File: src/rtl/cnn_pkg.sv
// Shared definitions for the CNN datapath: default kernel geometry,
// the kernel loader state encoding and small sizing helpers.
package cnn_pkg;

    localparam int CNN_K        = 5;
    localparam int CNN_DATA_W   = 8;
    localparam int CNN_NUM_KERN = 6;

    typedef enum logic [1:0] {
        ST_IDLE    = 2'd0,
        ST_FETCH   = 2'd1,
        ST_DRAIN   = 2'd2,
        ST_PRESENT = 2'd3
    } loader_state_e;

    // Number of taps in a square kernel of side k.
    function automatic int taps_of(input int k);
        return k * k;
    endfunction

    // Bits needed to index n items, never less than one bit.
    function automatic int width_of(input int n);
        return (n > 1) ? $clog2(n) : 1;
    endfunction

endpackage

File: src/rtl/kernel_tap_regs.sv
// Register bank holding one kernel's taps; a single tap is written per
// cycle and the whole bank is exposed as one flat parallel word.
module kernel_tap_regs
    import cnn_pkg::*;
#(
    parameter int TAPS   = 25,
    parameter int DATA_W = 8,
    parameter int IDX_W  = 5
) (
    input  logic                     clk,
    input  logic                     rst,
    input  logic                     clr,
    input  logic                     wr_en,
    input  logic [IDX_W-1:0]         wr_idx,
    input  logic [DATA_W-1:0]        wr_data,
    output logic [TAPS*DATA_W-1:0]   taps_flat
);

    logic [TAPS-1:0][DATA_W-1:0] regs_q;
    logic [TAPS-1:0][DATA_W-1:0] regs_d;

    // Clear wins over a write; out-of-range indices are dropped.
    always_comb begin
        regs_d = regs_q;
        if (clr) begin
            regs_d = '0;
        end else if (wr_en && (int'(wr_idx) < TAPS)) begin
            regs_d[wr_idx] = wr_data;
        end
    end

    // Tap storage with synchronous reset.
    always_ff @(posedge clk) begin
        if (rst) begin
            regs_q <= '0;
        end else begin
            regs_q <= regs_d;
        end
    end

    assign taps_flat = regs_q;

endmodule

File: src/rtl/conv_kernel_loader.sv
// Fetches K*K signed weights per kernel from a synchronous weight RAM,
// assembles them into a flat word and hands each kernel to the conv
// array over valid/ready. Supports single-kernel and sweep-to-end modes.
module conv_kernel_loader
    import cnn_pkg::*;
#(
    parameter int K        = CNN_K,
    parameter int DATA_W   = CNN_DATA_W,
    parameter int NUM_KERN = CNN_NUM_KERN,
    parameter int ADDR_W   = width_of(NUM_KERN * K * K),
    parameter int IDX_W    = width_of(NUM_KERN)
) (
    input  logic                        clk,
    input  logic                        rst,
    input  logic                        start,
    input  logic                        mode,
    input  logic [IDX_W-1:0]            kern_sel,
    output logic                        ram_rd_en,
    output logic [ADDR_W-1:0]           ram_addr,
    input  logic [DATA_W-1:0]           ram_rdata,
    output logic [K*K*DATA_W-1:0]       kernel_data,
    output logic [IDX_W-1:0]            kernel_idx,
    output logic                        kernel_valid,
    input  logic                        kernel_ready,
    output logic                        busy,
    output logic                        done,
    output logic                        err
);

    localparam int TAPS  = taps_of(K);
    localparam int TAP_W = width_of(TAPS + 1);

    loader_state_e      state_q, state_d;
    logic               mode_q, mode_d;
    logic [IDX_W-1:0]   cur_idx_q, cur_idx_d;
    logic [TAP_W-1:0]   tap_q, tap_d;
    logic               ram_rd_en_q, ram_rd_en_d;
    logic [ADDR_W-1:0]  ram_addr_q, ram_addr_d;
    logic [TAP_W-1:0]   rd_tap_q, rd_tap_d;
    logic               cap_en_q, cap_en_d;
    logic [TAP_W-1:0]   cap_idx_q, cap_idx_d;
    logic               done_q, done_d;
    logic               err_q, err_d;
    logic               taps_clr;
    logic               sel_legal;
    logic               more_kernels;

    assign sel_legal    = (int'(kern_sel) < NUM_KERN);
    assign more_kernels = mode_q && (int'(cur_idx_q) < (NUM_KERN - 1));

    // Next-state, read issue and capture pipeline. Reads are registered, so
    // the RAM word for a read arrives two edges after it is issued; the
    // capture stage tracks that with cap_en/cap_idx, and FETCH spends one
    // extra cycle after the last issue so DRAIN can absorb the final word.
    always_comb begin
        state_d     = state_q;
        mode_d      = mode_q;
        cur_idx_d   = cur_idx_q;
        tap_d       = tap_q;
        ram_rd_en_d = 1'b0;
        ram_addr_d  = ram_addr_q;
        rd_tap_d    = rd_tap_q;
        cap_en_d    = ram_rd_en_q;
        cap_idx_d   = rd_tap_q;
        done_d      = 1'b0;
        err_d       = 1'b0;
        taps_clr    = 1'b0;

        case (state_q)
            ST_IDLE: begin
                if (start) begin
                    if (sel_legal) begin
                        mode_d    = mode;
                        cur_idx_d = kern_sel;
                        tap_d     = '0;
                        taps_clr  = 1'b1;
                        state_d   = ST_FETCH;
                    end else begin
                        err_d = 1'b1;
                    end
                end
            end
            ST_FETCH: begin
                if (int'(tap_q) < TAPS) begin
                    ram_rd_en_d = 1'b1;
                    ram_addr_d  = ADDR_W'(cur_idx_q) * ADDR_W'(TAPS) + ADDR_W'(tap_q);
                    rd_tap_d    = tap_q;
                    tap_d       = tap_q + 1'b1;
                end else begin
                    state_d = ST_DRAIN;
                end
            end
            ST_DRAIN: begin
                state_d = ST_PRESENT;
            end
            ST_PRESENT: begin
                if (kernel_ready) begin
                    if (more_kernels) begin
                        cur_idx_d = cur_idx_q + 1'b1;
                        tap_d     = '0;
                        state_d   = ST_FETCH;
                    end else begin
                        done_d  = 1'b1;
                        state_d = ST_IDLE;
                    end
                end
            end
            default: begin
                state_d = ST_IDLE;
            end
        endcase
    end

    // Control and output registers with synchronous reset.
    always_ff @(posedge clk) begin
        if (rst) begin
            state_q     <= ST_IDLE;
            mode_q      <= 1'b0;
            cur_idx_q   <= '0;
            tap_q       <= '0;
            ram_rd_en_q <= 1'b0;
            ram_addr_q  <= '0;
            rd_tap_q    <= '0;
            cap_en_q    <= 1'b0;
            cap_idx_q   <= '0;
            done_q      <= 1'b0;
            err_q       <= 1'b0;
        end else begin
            state_q     <= state_d;
            mode_q      <= mode_d;
            cur_idx_q   <= cur_idx_d;
            tap_q       <= tap_d;
            ram_rd_en_q <= ram_rd_en_d;
            ram_addr_q  <= ram_addr_d;
            rd_tap_q    <= rd_tap_d;
            cap_en_q    <= cap_en_d;
            cap_idx_q   <= cap_idx_d;
            done_q      <= done_d;
            err_q       <= err_d;
        end
    end

    kernel_tap_regs #(
        .TAPS   (TAPS),
        .DATA_W (DATA_W),
        .IDX_W  (TAP_W)
    ) u_taps (
        .clk       (clk),
        .rst       (rst),
        .clr       (taps_clr),
        .wr_en     (cap_en_q),
        .wr_idx    (cap_idx_q),
        .wr_data   (ram_rdata),
        .taps_flat (kernel_data)
    );

    assign ram_rd_en    = ram_rd_en_q;
    assign ram_addr     = ram_addr_q;
    assign kernel_idx   = cur_idx_q;
    assign kernel_valid = (state_q == ST_PRESENT);
    assign busy         = (state_q != ST_IDLE);
    assign done         = done_q;
    assign err          = err_q;

endmodule
File: config.mk
export PLATFORM = sky130hd
export DESIGN_NAME = conv_kernel_loader
export DESIGN_NICKNAME = d
export VERILOG_FILES = /design/src/rtl/cnn_pkg.sv /design/src/rtl/kernel_tap_regs.sv /design/src/rtl/conv_kernel_loader.sv
export SDC_FILE = /design/constraint.sdc
export NUM_CORES = 1
export LEC_CHECK = 0
export CAP_MARGIN = 20
export CORE_ASPECT_RATIO = 1.4
export CORE_MARGIN = 1.5
export CORE_UTILIZATION = 53
export CTS_CLUSTER_DIAMETER = 100
export DETAILED_ROUTE_END_ITERATION = 7
export MAX_ROUTING_LAYER = met4
export PLACE_DENSITY = 0.85
export SLEW_MARGIN = 20
export SYNTH_ARGS = -nofsm -noshare
export SYNTH_HDL_FRONTEND = slang
export SYNTH_SLANG_ARGS = --single-unit
File: constraint.sdc
create_clock -name clk -period 3.46 [get_ports clk]
set_input_delay 0.692 -clock clk [delete_from_list [all_inputs] [get_ports clk]]
set_output_delay 0.692 -clock clk [all_outputs]
set_load 0.005 [all_outputs]
After elaboration in Yosys (flattened, before gate mapping)

Index checks and enable logic that the tools add are counted.

$add $sub $neg: 3
Multipliers: 1
Magnitude comparators: 6
Equality and inequality tests: 9
Multiplexer cells: 26
Bitwise operators: 5
Reductions and logical operators: 16

Operators with widths:

| kind                                                              | count |
|---|---|
| bitwise mux 200 bit                                               | 1 |
| demux 8 bit (select 5 bit)                                        | 1 |
| two-way mux 5 bit                                                 | 5 |
| case mux 5 bit (3 select lines)                                   | 1 |
| two-way mux 3 bit                                                 | 4 |
| less-than comparator 5 bit, second input constant                 | 2 |
| adder 8 x 5 -> 8 bit                                              | 1 |
| multiplier 3 x 5 -> 8 bit, second input constant                  | 1 |
| two-way mux 2 bit                                                 | 4 |
| two-way mux 8 bit                                                 | 1 |
| inequality test 2 bit, second input constant                      | 4 |
| case mux 2 bit (4 select lines)                                   | 1 |
| two-way mux 1 bit                                                 | 7 |
| less-than comparator 3 bit, second input constant                 | 2 |
| less-than comparator 5 x 6 -> 1 bit, second input constant        | 1 |
| case mux 3 bit (2 select lines)                                   | 1 |
| AND reduction 6 bit                                               | 1 |
| OR reduction 3 bit                                                | 2 |
| adder 5 x 1 -> 5 bit, second input constant                       | 1 |
| greater-or-equal comparator 5 x 1 -> 1 bit, second input constant | 1 |
| inverter 1 bit                                                    | 5 |
| AND reduction 5 bit                                               | 1 |
| == test 2 bit, second input constant                              | 2 |
| inequality test 2 x 1 -> 1 bit, second input constant             | 2 |
| 10 further kinds                                                  | 14 |

Bits in registers: 233
Input port bits: 16
Logic and storage cells: 102

Depth between registers and ports, before layout

Gate-level depths: netlist of run 1.

Depth after elaboration: 5
Depth in mapped cells: 10
Depth with buffers taken out: 10

Hierarchy

Synthesis of run 1 repeated with hierarchy kept, for this count alone.

Cell total of the unflattened synthesis: 882
Area total of the unflattened synthesis: 9,006.1 µm²

Modules (own cells, without submodules):

| module             | times used | cells an instance | area each (µm²) |
|---|---|---|---|
| kernel_tap_regs    | 1          | 691               | 7,293.2 |
| conv_kernel_loader | 1          | 191               | 1,712.9 |

Worst setup path before layout of run 1

OpenSTA, ideal clock, no wires.

Path kind: reg-to-reg
From: register cur_idx_q[1] (netlist: kernel_idx[1])
To: register ram_addr_q[6] (netlist: ram_addr[6])
Library setup time: 0.117 ns
Data arrival time: 2.041 ns
Path slack: 1.302 ns
Cell stages (with the launch flop): 10
Path through: dfxtp_1 inv_1 ha_1 inv_1 ha_1 ha_1 nand3_1 o211ai_1 o31a_1 a32o_1

Cells in the longest elaborated chain, start to end: 2

RTL lines:

| what                      | RTL line                  | text |
|---|---|---|
| from (decl)               | conv_kernel_loader.sv:35  | `logic [IDX_W-1:0] cur_idx_q, cur_idx_d;` |
| from (signal assigned)    | conv_kernel_loader.sv:131 | `cur_idx_q <= cur_idx_d;` |
| multiplier 3 x 5 -> 8 bit | conv_kernel_loader.sv:86  | `ram_addr_d = ADDR_W'(cur_idx_q) * ADDR_W'(TAPS) + ADDR_W'(tap_q);` |
| adder 8 x 5 -> 8 bit      | conv_kernel_loader.sv:86  |  |
| to (signal assigned)      | conv_kernel_loader.sv:134 | `ram_addr_q <= ram_addr_d;` |
| to (decl)                 | conv_kernel_loader.sv:38  | `logic [ADDR_W-1:0] ram_addr_q, ram_addr_d;` |

No other way between the ends.
A chain may end at the register's enable or synchronous reset.

Worst setup path in the final report of run 1

From: register state_q[0]
To: output port busy

Cells in the longest elaborated chain, start to end: 1

RTL lines:

| what                   | RTL line                  | text |
|---|---|---|
| from (decl)            | conv_kernel_loader.sv:33  | `loader_state_e state_q, state_d;` |
| from (signal assigned) | conv_kernel_loader.sv:129 | `state_q <= state_d;` |
| nonzero test 2 bit     | conv_kernel_loader.sv:161 | `assign busy = (state_q != ST_IDLE);` |
| to (decl)              | conv_kernel_loader.sv:25  | `output logic busy,` |

No other way between the ends.

==> results of run 1 <==
## registers in the layout, summed over array words and instances (netlist names)
signal and cells:
ram_addr 8, ram_rd_en 1, cap_idx_q 5, tap_q 5, u_taps.taps_flat 200, cap_idx_d 5, state_q 2, err 1
done 1, cap_en_q 1, kernel_idx 3, mode_q 1
## layer usage
layer / wire (µm) / part of all wire / up-vias
met4: 908 / 0.037 / 0
li1: - / - / 3726
met5: 0 / 0 / -
met2: 12790 / 0.52 / 307
met1: 9544 / 0.39 / 3582
met3: 1466 / 0.059 / 57
## layout make-up
cell class / count / area (µm²) / share of cell area
Timing Repair Buffer: 254 / 2510 / 0.2059
Clock inverter: 7 / 85.08 / 0.006979
Tap cell: 203 / 254.0 / 0.02083
Sequential cell: 233 / 4664 / 0.3826
Multi-Input combinational cell: 661 / 4016 / 0.3294
Inverter: 14 / 52.55 / 0.004310
Clock buffer: 30 / 609.3 / 0.04998
## path summary, 6_finish.rpt
kind	start	depth (start not counted)	endpoint
setup reg to reg	kernel_idx[1]	10	ram_addr[7]
hold reg to reg	u_taps.taps_flat[151]	2	u_taps.taps_flat[151]
setup / recovery	state_q[0]	4	busy
hold / removal	u_taps.taps_flat[151]	2	u_taps.taps_flat[151]
## cells in the final DEF (no fill, tap or decap), types with 3 or more instances in the layout
master / n
sky130_fd_sc_hd__clkdlybuf4s50_1: 231
sky130_fd_sc_hd__or3_1: 4
sky130_fd_sc_hd__inv_1: 14
sky130_fd_sc_hd__ha_1: 22
sky130_fd_sc_hd__mux2i_1: 120
sky130_fd_sc_hd__nand2_1: 111
sky130_fd_sc_hd__nor2_1: 130
sky130_fd_sc_hd__nor2b_1: 10
sky130_fd_sc_hd__nor2_4: 3
sky130_fd_sc_hd__nor3b_1: 5
sky130_fd_sc_hd__clkbuf_8: 5
sky130_fd_sc_hd__o21ai_0: 14
sky130_fd_sc_hd__dfxtp_1: 233
sky130_fd_sc_hd__clkinv_2: 5
sky130_fd_sc_hd__a21oi_1: 100
sky130_fd_sc_hd__nand3_1: 90
sky130_fd_sc_hd__clkbuf_1: 4
sky130_fd_sc_hd__buf_4: 21
sky130_fd_sc_hd__clkbuf_16: 21
sky130_fd_sc_hd__nor3_1: 3
## critical path, stage by stage (launching register included)
cell and delay, ns:
sky130_fd_sc_hd__dfxtp_1 0.40, sky130_fd_sc_hd__inv_1 0.10, sky130_fd_sc_hd__ha_1 0.27, sky130_fd_sc_hd__inv_1 0.12, sky130_fd_sc_hd__clkdlybuf4s50_1 0.51
## kinds of logic after synthesis
kind of cell             count (synthesis)  synth area share
AND/OR/NAND/NOR                        379            0.1906
flip-flops                             233            0.5138
AO/OA/AOI/OAI                          136           0.08324
multiplexers                           120            0.1323
buffers and inverters                   95           0.04465
adder cells (fa/ha/maj)                 23           0.03252
XOR/XNOR                                 3          0.002895
## power breakdown
part           switching (mW)  leakage [nW]  internal [mW]
combinational           0.560          2.29          0.311
clock                   0.966         0.347           1.37
sequential             0.0777          1.88           2.75
total                    1.60          4.52           4.43
==> key figures, run 1 <==
Global routing
  – Grt peak-use layer: met2
  – Met1 capacity usage during global routing: 0.3101
  – Met3 usage: 0.03599
  – Initial antenna violation count: 0
  – Wire length of the first global-routing pass: 38070 µm
  – Vias in the first global route: 7260
  – Met2 routing resource usage after global routing: 0.4851
  – Global routing usage summed across all routing layers: 0.2731
  – Total overflow reported by the global router: 0
  – Maximum number of pins on one net before global-route repair: 96

Power
  – Maximum resistive drop on vdd: 0.4919 mV
  – Leakage dissipation: 4.518 nW
  – Power per cell area: 495.2 mW/mm²
  – Overall power of the completed layout: 6.037 mW

Layout
  – Post-layout utilization of the core: 0.7280
  – Final-stage net count: 1224
  – Final cell count without fillers: 1402
  – Ratio of cells with drive above 1 in the final layout: 0.06088
  – Finished layout cell area: 0.01219 mm²
  – Filler Cell Count: 1240
  – Number of diodes: 0
  – Area growth from synthesis to layout: 34.29%

Place
  – Number of placed cells counting well taps: 1365
  – Global placement routability congestion: 0.8638
  – Total cell area at the placement stage: 0.01150 mm²
  – Setup WS pre-CTS: 1.061 ns
  – Number of buffer cells added on primary ports: 231
  – Hpwl dp: 16370 µm

Timing
  – Measured slew at the worst slew-check pin: 0.8955 ns
  – Max Freq: 388.1 MHz
  – Final-report max-slew violation count: 0
  – Post-route worst hold slack: 0.4545 ns
  – Time the final worst path needs with I/O delays and setup: 2.577 ns
  – Setup Skew: 0.006290 ns
  – Final count of negative-setup-slack endpoints: 0
  – Unrepaired setup endpoints after global routing: false
  – Worst-case headroom to the max-slew limit: 0.4030
  – Period utilisation layout: 0.7448
  – Setup TNS: 0 ns
  – Final Hold Vio Count: 0
  – Final worst slack: 0.8831 ns

Logic synthesis
  – Most common cell in the synthesized netlist: sky130_fd_sc_hd__dfxtp_1
  – Number of flops mapped to enable cells by yosys: 0
  – Synthesized net count: 1028
  – Commonest register cell after synthesis: sky130_fd_sc_hd__dfxtp_1
  – Share of the synthesized area in the top cell type: 0.5138
  – Top cells by area in the synthesized netlist: sky130_fd_sc_hd__dfxtp_1 (51%), sky130_fd_sc_hd__mux2i_1 (13%), sky130_fd_sc_hd__a21oi_1 (5.5%)
  – Flops & latches, synth: 233
  – Gate Count Post-Synth: 989
  – Synth Warn #: 0
  – Cell types with the highest counts after synthesis: sky130_fd_sc_hd__dfxtp_1 (233), sky130_fd_sc_hd__nor2_1 (130), sky130_fd_sc_hd__mux2i_1 (120)
  – Post-synth cell types: 53
  – Asr flop ratio synth: 0
  – Synth Cell Area: 0.009079 mm²
  – Cell taking the most area after synthesis: sky130_fd_sc_hd__dfxtp_1
  – Mean area per synthesized cell: 9.180 µm²
  – Proportion of synthesized chip area in sequential cells: 0.5138

Die
  – Row cnt: 56
  – Core ar.: 0.01675 mm²
  – Starting density of the core: 0.5421
  – Horizontal die dimension: 113.6 µm
  – I/O pin total: 232
  – Die Area: 0.01794 mm²
  – Die boundary height: 157.9 µm

Clocking
  – Level count of the clock H-tree: 1
  – TritonCTS clock tree: built
  – Clock transition at the register clock pins on the worst setup and hold paths after CTS: 0.07 ns
  – Clock Root Buffer: sky130_fd_sc_hd__clkbuf_16
  – Clock latency at the later pin of the worst-skew pair: 0.48 ns
  – Inserted Clock Buffers: 21
  – Number of hold-repair buffers added at the cts stage: 0
  – Post-CTS repair timing setup buffer count: 0
  – Maximum root-to-sink buffer count: 3
  – CTS resizes: 0
  – Number of clock sinks: 233

Worst hold path
  – Worst hold path class: flip-flop to flip-flop

Setup path
  – Required time reported for the critical path endpoint: 2.77 ns
  – Arrival time worst endpoint: 1.88 ns
  – Startpoint Class: flip-flop
  – R2R Setup Slk: 1.04 ns
  – Largest fanout of any net on the critical path: 5
  – Endpoint kind of the worst setup timing path: primary output
  – Setup CP Type: flip-flop to primary output

Run status
  – Run status: finished clean

Routing
  – DRT Wirelength: 24710 µm
  – Count of vias placed by the detailed router: 7672
  – Initial DRT Pass Iterations: 5
  – DRC violations left: 0
  – Count of nets left with antenna violations after detail routing: 0
  – Number of vias per cell: 5.472
  – Initial DRC count: 608
  – Per-cell routed wire length: 17.62 µm

Job
  – Number of maximum-capacitance violations: 0
(Power assumes the default switching activity.)
==> inputs of run 2 (changes only) <==
--- a/config.mk
+++ b/config.mk
@@ -8,11 +8,11 @@
 export CAP_MARGIN = 20
 export CORE_ASPECT_RATIO = 1.4
 export CORE_MARGIN = 1.5
-export CORE_UTILIZATION = 53
+export CORE_UTILIZATION = 44
 export CTS_CLUSTER_DIAMETER = 100
 export DETAILED_ROUTE_END_ITERATION = 7
 export MAX_ROUTING_LAYER = met4
-export PLACE_DENSITY = 0.85
+export PLACE_DENSITY = 0.75
 export SLEW_MARGIN = 20
 export SYNTH_ARGS = -nofsm -noshare
 export SYNTH_HDL_FRONTEND = slang
==> constraint.sdc (replaced) <==
create_clock -name clk -period 2.22 [get_ports clk]
set_input_delay 0.444 -clock clk [delete_from_list [all_inputs] [get_ports clk]]
set_output_delay 0.444 -clock clk [all_outputs]
set_load 0.005 [all_outputs]
==> run 2 against run 1 <==
  * Sequential share of layout area decreased by 1.2 points
  * Non-clock buffer count grew 22
  * Critical path depth decreased by 1
  * Setup slack got worse by 0.82 ns
  * Sequential power up 55%
  * Hold slack got worse by 0.00059 ns
  * First-iteration DRC count decreased by 13%
==> key figures, run 2 (synthesis gave the netlist of run 1 again) <==
Clocking
  – Level count of the clock H-tree: 1 (unchanged)
  – Inserted Clock Buffers: 23 (+9.5%)
  – Clock latency at the later pin of the worst-skew pair: 0.50 ns (+0.02 ns)
  – Number of hold-repair buffers added at the cts stage: 0 (unchanged)
  – Clock Root Buffer: sky130_fd_sc_hd__clkbuf_16
  – Number of clock sinks: 233 (unchanged)
  – Maximum root-to-sink buffer count: 3 (unchanged)
  – Clock transition at the register clock pins on the worst setup and hold paths after CTS: 0.07 ns (about the same)
  – TritonCTS clock tree: built

Layout
  – Number of diodes: 0 (unchanged)
  – Filler Cell Count: 1716 (+38%)
  – Final cell count without fillers: 1481 (+5.6%)
  – Finished layout cell area: 0.01261 mm² (+3.4%)
  – Area growth from synthesis to layout: 38.92%
  – Final-stage net count: 1248 (+2.0%)
  – Ratio of cells with drive above 1 in the final layout: 0.09061 (+0.02973)
  – Most common cell after layout, fill and taps aside: sky130_fd_sc_hd__clkdlybuf4s50_1
  – Commonest cells after routing, fill and taps aside: sky130_fd_sc_hd__clkdlybuf4s50_1 (231), sky130_fd_sc_hd__dfxtp_1 (229), sky130_fd_sc_hd__nor2_1 (130)
  – Flip-flop count of the largest register after layout: 200 (unchanged)

Global routing
  – Wire length of the first global-routing pass: 40970 µm (+7.6%)
  – Maximum number of pins on one net before global-route repair: 87 (-9.4%)
  – Initial antenna violation count: 0 (unchanged)
  – Vias in the first global route: 7551 (+4.0%)
  – Global routing usage summed across all routing layers: 0.2409 (-0.03213)
  – Total overflow reported by the global router: 0 (unchanged)

Routing
  – DRT Wirelength: 25800 µm (+4.4%)
  – Number of vias per cell: 5.226 (-4.5%)
  – Top layer used by detailed routing: met4
  – Met3 wire length: 1236 µm (-16%)
  – Per-cell routed wire length: 17.42 µm (-1.1%)
  – Count of nets left with antenna violations after detail routing: 0 (unchanged)
  – Initial DRC count: 526 (-13%)
  – DRC violations left: 0 (unchanged)
  – Length of routed met2 wiring: 13290 µm (+3.9%)
  – WL met1: 10420 µm (+9.2%)
  – Initial DRT Pass Iterations: 5 (unchanged)
  – Count of vias placed by the detailed router: 7739 (+0.87%)

Setup path
  – Arrival time worst endpoint: 1.71 ns (-0.17 ns)
  – Largest fanout of any net on the critical path: 8 (+3)
  – Endpoint kind of the worst setup timing path: primary output
  – Required time reported for the critical path endpoint: 1.78 ns (-0.99 ns)
  – Startpoint Class: flip-flop
  – Worst-case reg-to-reg path depth: 7 (-3)
  – Setup CP Type: flip-flop to primary output

Power
  – Leakage dissipation: 4.658 nW (+3.1%)
  – Power per cell area: 786.9 mW/mm² (+59%)
  – Maximum resistive drop on vdd: 0.7280 mV (+48%)

Timing
  – Time the final worst path needs with I/O delays and setup: 2.158 ns
  – Measured slew at the worst slew-check pin: 0.5722 ns (-0.3233 ns)
  – Final Hold Vio Count: 0 (unchanged)
  – Setup TNS: 0 ns (unchanged)
  – Unrepaired setup endpoints after global routing: false
  – Setup Skew: 0.007202 ns (+0.0009116 ns)
  – Final-report max-slew violation count: 0 (unchanged)
  – Max Freq: 463.4 MHz
  – Final count of negative-setup-slack endpoints: 0 (unchanged)
  – Post-route worst hold slack: 0.4539 ns (-0.0005920 ns)
  – Final worst slack: 0.06196 ns (-0.8211 ns)
  – Period utilisation layout: 0.9721
  – Worst-case headroom to the max-slew limit: 0.6174 (+0.2144)

Worst hold path
  – Cell count of the worst hold path: 2 (unchanged)
  – Worst hold path class: flip-flop to flip-flop

Run status
  – Run status: finished clean

Die
  – Die boundary height: 173.0 µm (+9.6%)
  – Horizontal die dimension: 124.4 µm (+9.5%)
  – Die Area: 0.02152 mm² (+20%)
  – Row cnt: 62 (+11%)
  – I/O pin total: 232 (unchanged)
  – Core ar.: 0.02040 mm² (+22%)
  – Starting density of the core: 0.4450 (-0.09715)

Place
  – Setup WS pre-CTS: 0.009131 ns (-1.052 ns)
  – Global placement routability congestion: 0.8661 (+0.27%)
  – Number of placed cells counting well taps: 1440 (+5.5%)
  – Hpwl dp: 17240 µm (+5.3%)
  – Total cell area at the placement stage: 0.01180 mm² (+2.6%)
  – Number of buffer cells added on primary ports: 231 (unchanged)

Job
  – Number of maximum-capacitance violations: 0 (unchanged)
[run 2: changes by cell type in the layout (fill, tap and decap cells not counted), sizes merged]
| cell | change |
|---|---|
| clkinvlp | +3 |
| clkinv | -1 |
| clkbuf | +1 |
| buf | +22 |
| inv | +1 |
[run 2: critical path, stage by stage, from the launching register on]
cell and delay, ns:
sky130_fd_sc_hd__dfxtp_2 0.36, sky130_fd_sc_hd__ha_1 0.18, sky130_fd_sc_hd__buf_4 0.16, sky130_fd_sc_hd__clkdlybuf4s50_1 0.51
[run 2: timing repair]
action / 4_1_cts / 5_1_grt
gates resized for setup: 3 / 10
endpoints found under the setup margin: 2 / 4
buffers inserted: 0 / 0
pin swaps: 0 / 0
[run 2: worst paths after layout]
kind | start | to | slack, ns
setup / recovery | state_q[1] | kernel_valid | 0.06
setup reg to reg | kernel_idx[0] | ram_addr[6] | 0.14
hold reg to reg | u_taps.taps_flat[74] | u_taps.taps_flat[74] | 0.45
hold / removal | u_taps.taps_flat[74] | u_taps.taps_flat[74] | 0.45
[run 2: routing by layer]
metal,track usage,up-vias
met5,-,-
met4,0.08908,0
met3,0.03373,55
met2,0.4263,252
met1,0.2758,3648
li1,-,3784
[run 2: area by class of cell]
| class | instances | area (µm²) | share of cell area |
|---|---|---|---|
| Sequential cell | 233 | 4669 | 0.3702 |
| Multi-Input combinational cell | 661 | 4071 | 0.3228 |
| Timing Repair Buffer | 276 | 2738 | 0.2171 |
| Clock buffer | 31 | 645.6 | 0.05119 |
| Tap cell | 256 | 320.3 | 0.02540 |
| Clock inverter | 10 | 115.1 | 0.009127 |
| Inverter | 14 | 52.55 | 0.004167 |
[run 2: power breakdown]
group          internal (mW)  leakage (nW)  switching [mW]
combinational          0.657          2.41           0.972
sequential              4.29          1.88          0.0873
clock                   2.28         0.366            1.63
total                   7.23          4.66            2.69
[run 2: metrics by stage]
stage,power (mW),utilization
5_1_grt,10.33,0.6182
3_3_place_gp,5.950,0.5784
6_report,9.925,0.6182
4_1_cts,9.899,0.6160
2_1_floorplan,5.368,-
3_5_place_dp,5.980,0.5784
